## config.mk

```make
export PLATFORM = sky130hd
export DESIGN_NAME = feedback_frame_rx
export DESIGN_NICKNAME = d
export VERILOG_FILES = /design/src/rtl/fb_frame_pkg.sv /design/src/rtl/valid_edge_sync.sv /design/src/rtl/feedback_frame_rx.sv
export SDC_FILE = /design/constraint.sdc
export NUM_CORES = 1
export LEC_CHECK = 0
export ABC_AREA = 1
export CAP_MARGIN = 0
export CORE_MARGIN = 2
export CORE_UTILIZATION = 45
export DETAILED_ROUTE_END_ITERATION = 16
export GPL_TIMING_DRIVEN = 1
export PLACE_DENSITY = 0.67
export SYNTH_ARGS = -nofsm -noshare
export SYNTH_HDL_FRONTEND = slang
export SYNTH_SLANG_ARGS = --single-unit
```

## constraint.sdc

```tcl
create_clock -name clk -period 1.5 [get_ports clk]
set_input_delay 0.225 -clock clk [delete_from_list [all_inputs] [get_ports clk]]
set_output_delay 0.225 -clock clk [all_outputs]
set_load 0.01 [all_outputs]
```

## src/rtl/fb_frame_pkg.sv

```systemverilog
// Shared mode codes and FSM encoding for the feedback LED frame receiver.
// Kept separate so UART-side tooling and other decoders can reuse the codes.
package fb_frame_pkg;

    localparam logic [1:0] MODE_SCRIPT   = 2'b00;
    localparam logic [1:0] MODE_UNSCRIPT = 2'b01;
    localparam logic [1:0] MODE_EXT      = 2'b10;
    localparam logic [1:0] MODE_RSVD     = 2'b11;

    typedef enum logic [1:0] {
        ST_IDLE    = 2'b00,
        ST_PAYLOAD = 2'b01,
        ST_CHECK   = 2'b10
    } fb_state_t;

endpackage

```

## src/rtl/valid_edge_sync.sv

```systemverilog
// Two-flop synchroniser for an asynchronous level followed by a rising-edge
// detector; a level held high for any length yields a single one-cycle pulse.
module valid_edge_sync (
    input  logic clk,
    input  logic rst,
    input  logic async_in,
    output logic pulse_out
);

    logic sync1_reg;
    logic sync2_reg;
    logic prev_reg;

    always_ff @(posedge clk) begin
        if (rst) begin
            sync1_reg <= 1'b0;
            sync2_reg <= 1'b0;
            prev_reg  <= 1'b0;
        end else begin
            sync1_reg <= async_in;
            sync2_reg <= sync1_reg;
            prev_reg  <= sync2_reg;
        end
    end

    assign pulse_out = sync2_reg & ~prev_reg;

endmodule

```

## src/rtl/feedback_frame_rx.sv

```systemverilog
// Decodes UART bytes into feedback LED updates: single-byte script/unscripted
// commands or checksummed multi-byte extended frames with an inter-byte timeout.
module feedback_frame_rx
    import fb_frame_pkg::*;
#(
    parameter int LED_W         = 4,
    parameter int PAYLOAD_BYTES = (LED_W + 7) / 8,
    parameter int TIMEOUT_CYC   = 1000000
) (
    input  logic             clk,
    input  logic             rst,
    input  logic             data_valid,
    input  logic [7:0]       data_receive,
    output logic [LED_W-1:0] feedback_leds,
    output logic [1:0]       mode,
    output logic             frame_done,
    output logic             frame_err,
    output logic             busy
);

    localparam int IDX_W = (PAYLOAD_BYTES > 1) ? $clog2(PAYLOAD_BYTES) : 1;
    localparam int TMO_W = $clog2(TIMEOUT_CYC);
    localparam logic [IDX_W-1:0] LAST_IDX = IDX_W'(PAYLOAD_BYTES - 1);
    localparam logic [TMO_W-1:0] TMO_LAST = TMO_W'(TIMEOUT_CYC - 1);

    fb_state_t         state_reg, state_next;
    logic [IDX_W-1:0]  idx_reg, idx_next;
    logic [7:0]        csum_reg, csum_next;
    logic [TMO_W-1:0]  tmo_reg, tmo_next;
    logic [LED_W-1:0]  shadow_reg, shadow_next;
    logic [LED_W-1:0]  leds_reg, leds_next;
    logic [1:0]        mode_reg, mode_next;
    logic              done_reg, done_next;
    logic              err_reg, err_next;
    logic              shadow_we;
    logic              byte_stb;
    logic              tmo_expired;
    logic [LED_W-1:0]  single_leds;

    valid_edge_sync u_valid_sync (
        .clk       (clk),
        .rst       (rst),
        .async_in  (data_valid),
        .pulse_out (byte_stb)
    );

    // Only LED bits that exist are stored; payload bits above LED_W are dropped.
    genvar gi;
    generate
        for (gi = 0; gi < LED_W; gi++) begin : g_led_bit
            if (gi < 4) begin : g_lo
                assign single_leds[gi] = data_receive[gi + 2];
            end else begin : g_hi
                assign single_leds[gi] = 1'b0;
            end
            assign shadow_next[gi] = (shadow_we && idx_reg == IDX_W'(gi / 8))
                                   ? data_receive[gi % 8] : shadow_reg[gi];
        end
    endgenerate

    // A strobe in the expiry cycle takes priority over the timeout.
    assign tmo_expired = !byte_stb && (tmo_reg == TMO_LAST);

    always_comb begin
        state_next = state_reg;
        idx_next   = idx_reg;
        csum_next  = csum_reg;
        leds_next  = leds_reg;
        mode_next  = mode_reg;
        done_next  = 1'b0;
        err_next   = 1'b0;
        shadow_we  = 1'b0;
        tmo_next   = (state_reg == ST_IDLE || byte_stb) ? '0 : tmo_reg + TMO_W'(1);

        case (state_reg)
            ST_IDLE: begin
                if (byte_stb) begin
                    case (data_receive[1:0])
                        MODE_SCRIPT: begin
                            leds_next = '0;
                            mode_next = MODE_SCRIPT;
                            done_next = 1'b1;
                        end
                        MODE_UNSCRIPT: begin
                            leds_next = single_leds;
                            mode_next = MODE_UNSCRIPT;
                            done_next = 1'b1;
                        end
                        MODE_EXT: begin
                            csum_next  = data_receive;
                            idx_next   = '0;
                            state_next = ST_PAYLOAD;
                        end
                        default: err_next = 1'b1;
                    endcase
                end
            end
            ST_PAYLOAD: begin
                if (byte_stb) begin
                    shadow_we = 1'b1;
                    csum_next = csum_reg ^ data_receive;
                    if (idx_reg == LAST_IDX) begin
                        idx_next   = '0;
                        state_next = ST_CHECK;
                    end else begin
                        idx_next = idx_reg + IDX_W'(1);
                    end
                end else if (tmo_expired) begin
                    err_next   = 1'b1;
                    state_next = ST_IDLE;
                end
            end
            ST_CHECK: begin
                if (byte_stb) begin
                    if (data_receive == csum_reg) begin
                        leds_next = shadow_reg;
                        mode_next = MODE_EXT;
                        done_next = 1'b1;
                    end else begin
                        err_next = 1'b1;
                    end
                    state_next = ST_IDLE;
                end else if (tmo_expired) begin
                    err_next   = 1'b1;
                    state_next = ST_IDLE;
                end
            end
            default: state_next = ST_IDLE;
        endcase
    end

    always_ff @(posedge clk) begin
        if (rst) begin
            state_reg  <= ST_IDLE;
            idx_reg    <= '0;
            csum_reg   <= '0;
            tmo_reg    <= '0;
            shadow_reg <= '0;
            leds_reg   <= '0;
            mode_reg   <= MODE_SCRIPT;
            done_reg   <= 1'b0;
            err_reg    <= 1'b0;
        end else begin
            state_reg  <= state_next;
            idx_reg    <= idx_next;
            csum_reg   <= csum_next;
            tmo_reg    <= tmo_next;
            shadow_reg <= shadow_next;
            leds_reg   <= leds_next;
            mode_reg   <= mode_next;
            done_reg   <= done_next;
            err_reg    <= err_next;
        end
    end

    assign feedback_leds = leds_reg;
    assign mode          = mode_reg;
    assign frame_done    = done_reg;
    assign frame_err     = err_reg;
    assign busy          = (state_reg != ST_IDLE);

endmodule
```

Yosys cells after proc, flatten, opt, wreduce, memory -nomap -nowiden
Cells that the tools add are included.
{ "op_classes": {"muxes": 40, "n_eq_ne": 13, "n_reduce_logical": 15, "bitwise_logic": 4, "add_sub_neg": 2} }
{ "ops": {"columns": ["op", "n"], "rows": [
  ["2-to-1 mux 8 bit", 3],
  ["adder 20 x 1 -> 20 bit (second input constant)", 1],
  ["== test 20 bit (second input constant)", 1],
  ["2-to-1 mux 2 bit", 9],
  ["2-to-1 mux 1 bit", 16],
  ["case mux 4 bit (2 select lines)", 2],
  ["case mux 8 bit (2 select lines)", 1],
  ["2-to-1 mux 4 bit", 3],
  ["== test 8 bit", 1],
  ["inequality test 2 bit (second input constant)", 4],
  ["case mux 2 bit (2 select lines)", 2],
  ["bitwise XOR 8 bit", 1],
  ["case mux 2 bit (3 select lines)", 1],
  ["nonzero test 2 bit", 3],
  ["AND reduction 5 bit", 1],
  ["== test 2 x 1 -> 1 bit (second input constant)", 2],
  ["== test 2 bit (second input constant)", 2],
  ["zero test 2 bit", 2],
  ["case mux 1 bit (2 select lines)", 2],
  ["AND reduction 4 bit", 1],
  ["OR reduction 2 bit", 2],
  ["inequality test 3 x 1 -> 1 bit (second input constant)", 1],
  ["inequality test 3 bit (second input constant)", 1],
  ["case mux 1 bit (3 select lines)", 1],
  ["other kinds (9)", 11]
]} }
{ "totals": {"out_inout_bits": 9, "regBits": 46, "input_bits": 11} }

Logic depth before layout (Yosys ltp)
{ "depth": {"depth_word": 7, "depth_mapped": 11, "depth_no_buf": 10} }

Hierarchy
Synthesis repeated with hierarchy kept, for this count alone.
{ "unflattened": {"cells_unflattened": 343, "area_unflattened_um2": 2257.2} }
{ "modules_own_cells": {"columns": ["module", "n_inst", "area_each_um2", "cells_per_inst", "seq_area_each_um2"], "rows": [
  ["feedback_frame_rx", 1, 2170.8, 333, 840.8],
  ["valid_edge_sync", 1, 86.3, 10, 60.1]
]} }

Least setup slack after synthesis
Ideal clock, no wire load.
{ "synth_path": {"path_type": "reg-to-reg", "startpoint": "register tmo_reg[0]", "endpoint": "register tmo_reg[18]", "path_stages_with_launch": 9, "slack_ps": 64, "arrival_time_ps": 1319, "required_time_ps": 1383, "path_buffers": 0, "cell_sequence": "dfxtp_1 -> ha_1 -> nand2_1 -> nor2_2 -> nand2_1 -> nor2_2 -> nand3_1 -> o21ai_0 -> nor2_1"} }
{ "synth_between": {"elab_chain_cells": 1} }
{ "synth_rtl": {"columns": ["element", "line_no", "text"], "rows": [
  ["start, declared", "feedback_frame_rx.sv:29", "logic [TMO_W-1:0] tmo_reg, tmo_next;"],
  ["start signal, assigned", "feedback_frame_rx.sv:147", "tmo_reg <= tmo_next;"],
  ["adder 20 x 1 -> 20 bit", "feedback_frame_rx.sv:73", "tmo_next = (state_reg == ST_IDLE || byte_stb) ? '0 : tmo_reg + TMO_W'(1);"]
]} }
Every way passes these cells.
A chain may end at the register's enable or synchronous reset.

Worst setup path in the final report
{ "layout_path": {"startpoint": "register tmo_reg[0]", "endpoint": "register tmo_reg[16]"} }
Same word-level chain as after synthesis.

==> flow_metrics.env <==
export IMPL_status="completed"
export IMPL_synth_compound_area_share_pct=16.90
export IMPL_yosys_register_bits=45
export IMPL_finalSetupViolCount=0
export IMPL_r2r_slack_ps=60
export IMPL_timing_rr_start="tmo_reg[0]"
export IMPL_min_from="u_valid_sync.sync1_reg"
export IMPL_cts_buffers=5
export IMPL_die_h_um=74.25
export IMPL_vias_per_cell=4.839
export IMPL_cts_buffer_depth=2
export IMPL_min_path_type="reg -> reg"
export IMPL_core_mm2=0.004755
export IMPL_cp_start_kind="flop"
export IMPL_crit_required_ps=1730
export IMPL_synthMuxAreaShare_pct=0
export IMPL_cts_root_buf="clkbuf_8"
export IMPL_place_ws_ps=-310.9
export IMPL_synth_area_per_cell_um2=6.876
export IMPL_drv_cap=0
export IMPL_fillers=464
export IMPL_nets=394
export IMPL_final_cell_mix="nand2_1, inv_1, dfxtp_1"
export IMPL_area_growth_synth_to_final_pct=31.55
export IMPL_largest_reg_flops=20
export IMPL_grt_pass1_vias=2061
export IMPL_syn_area_mm2=0.002221
export IMPL_antenna_found_initial=0
export IMPL_vias=2168
export IMPL_fin_ws_ps=57.59
export IMPL_clk_latency_ps=290
export IMPL_period_needed_ps=1442
export IMPL_cp_arrival_ps=1670
export IMPL_synth_top_family_by_area="simple AND/OR/NAND/NOR gates"
export IMPL_fmax_mhz=693.3
export IMPL_grt_overflow=0
export IMPL_dieArea_mm2=0.005513
export IMPL_synthAdderAreaFrac_pct=0.5634
export IMPL_power_density_mw_per_mm2=730.4
export IMPL_synth_cell_types=30
export IMPL_ir_drop_mv=0.3953
export IMPL_finalCritPeriodShare_pct=96.16
export IMPL_clkTransAtPathRegs_ps=80
export IMPL_grt_pass1_wl_um=8569
export IMPL_cts_sinks=45
export IMPL_hold_viol=0
export IMPL_min_to="u_valid_sync.sync2_reg"
export IMPL_antenna_diode_count=0
export IMPL_hold_buffers=0
export IMPL_cts_htree_levels=2
export IMPL_crit_path_end_kind="flop"
export IMPL_finalClockSkew_ps=3.479
export IMPL_synth_xor_area_share_pct=0
export IMPL_routed_wl_um=5072
export IMPL_grt_usage_pct=20.03
export IMPL_dr_pass1_iters=4
export IMPL_synth_nets=335
export IMPL_rows=25
export IMPL_p_leak_nw=1.149
export IMPL_fin_util_pct=61.45
export IMPL_rr_worst_depth=9
export IMPL_yosysWarnings=0
export IMPL_ioPinCount=20
export IMPL_final_common_cell="nand2_1"
export IMPL_synthCells=323
export IMPL_dpl_hpwl_um=3749
export IMPL_ant_nets=0
export IMPL_port_buffers=19
export IMPL_cp_max_fo=5
export IMPL_tightestPinTransition_ps=316.6
export IMPL_path_class="reg -> reg"
export IMPL_final_cells=448
export IMPL_drt_iter0_markers=113
export IMPL_grt_max_degree=19
export IMPL_slew_violations=0
export IMPL_routabilityCongestion=0.8383
export IMPL_synth_simple_area_share_pct=31.72
export IMPL_r2r_end="tmo_reg[16]"
export IMPL_max_slew_margin_pct=78.78
export IMPL_dp_cells=440
export IMPL_hold_depth=2
export IMPL_cts_tree="built"
export IMPL_drcViolationCount=0
export IMPL_synth_seq_area_share_pct=40.56
export IMPL_chipWidth_um=74.25
export IMPL_layout_drive_gt1_share_pct=21.78
export IMPL_initial_core_util_pct=46.71
export IMPL_wl_per_cell_um=11.32
Yosys cell counts:
master    count  area share (%)
nand2_1      74              13
dfxtp_1      45              41
inv_1        42             7.1
nor2_1       38             6.4
a21oi_1      25             5.6
nand3_1      23             5.2
o21ai_0      20             4.5
nor3_1       10             2.3
a31oi_1       6             1.7
a22oi_1       4             1.4
nand4_1       4             1.1
buf_2         3            0.68
clkbuf_1      3            0.51
inv_2         3            0.51
nor2_2        3            0.85
a31oi_2       2             1.1
inv_4         2            0.56
nor2_4        2             1.0
o21a_1        2            0.68
o21ai_2       2            0.79
a211oi_1      1            0.34
a211oi_2      1            0.56
buf_12        1            0.90
ha_1          1            0.56
nand2_4       1            0.51
nand3b_1      1            0.34
nor2_8        1            0.90
nor3b_1       1            0.34
o21ai_1       1            0.23
or3_1         1            0.28
worst max-delay path, stage by stage (launching register included):
cell and delay (ps):
dfxtp_2 340, ha_2 180, nand2_2 80, nor2_4 110, nand2_2 90, nor2_4 200, nand2_2 100, o21ai_1 150
inv_1 60, nor3_2 80
worst max-delay path by stage:
stage,startpoint,end,slack [ps]
after floorplan,tmo_reg[0],tmo_reg[18],60
after global placement,data_receive[1],frame_err,-310
after detailed placement,data_receive[2],frame_err,-310
after CTS,tmo_reg[0],tmo_reg[16],10
after global routing,tmo_reg[0],tmo_reg[16],-40
final,tmo_reg[0],tmo_reg[16],60
metal layers:
metal | GRT usage (%) | wire length [um]
met5 | 0 | 0
met4 | 7.540 | 58
met3 | 4.201 | 156
met2 | 36.51 | 2601
met1 | 22.99 | 2255
area by class of cell:
type	count	area (um2)	share of cell area (%)
Multi-Input combinational cell	224	1172	40.13
Sequential cell	45	908.4	31.09
Timing Repair Buffer	59	501.7	17.17
Inverter	47	181.4	6.210
Tap cell	67	83.83	2.869
Clock buffer	5	68.82	2.355
Clock inverter	1	5.005	0.1713
repair_timing:
item | CTS | global route
setup buffers | 0 | 2
pin swaps | 0 | 4
endpoints found under the setup margin | 6 | 16
gates resized for setup | 7 | 23
hold endpoints to repair | 0 | 0
power by group:
group	internal [W]	switching [W]
clock	0.000307	0.000391
sequential	0.00121	0.00000937
combinational	0.000110	0.000107
per-stage QoR:
step	total power [W]	instance area [um2]	TNS, ps	hold WS, ps
final	0.002134	2922	0	403.7
after global routing	0.002230	2922	-132.1	428.9
after CTS	0.002157	2838	0	406.4
after detailed placement	0.001463	2746	-3381	395.1
after global placement	0.001460	2746	-3028	390.8
after floorplan	0.001347	2221	0	332.0
cell families (layout without fill, tap and decap cells):
group                    count (synthesis)  in the layout
AND/OR/NAND/NOR                        159            159
AO/OA/AOI/OAI                           64             64
buffers and inverters                   54            112
flip-flops                              45             45
adder cells (fa/ha/maj)                  1              1
Power figures use the tool's default switching activity.
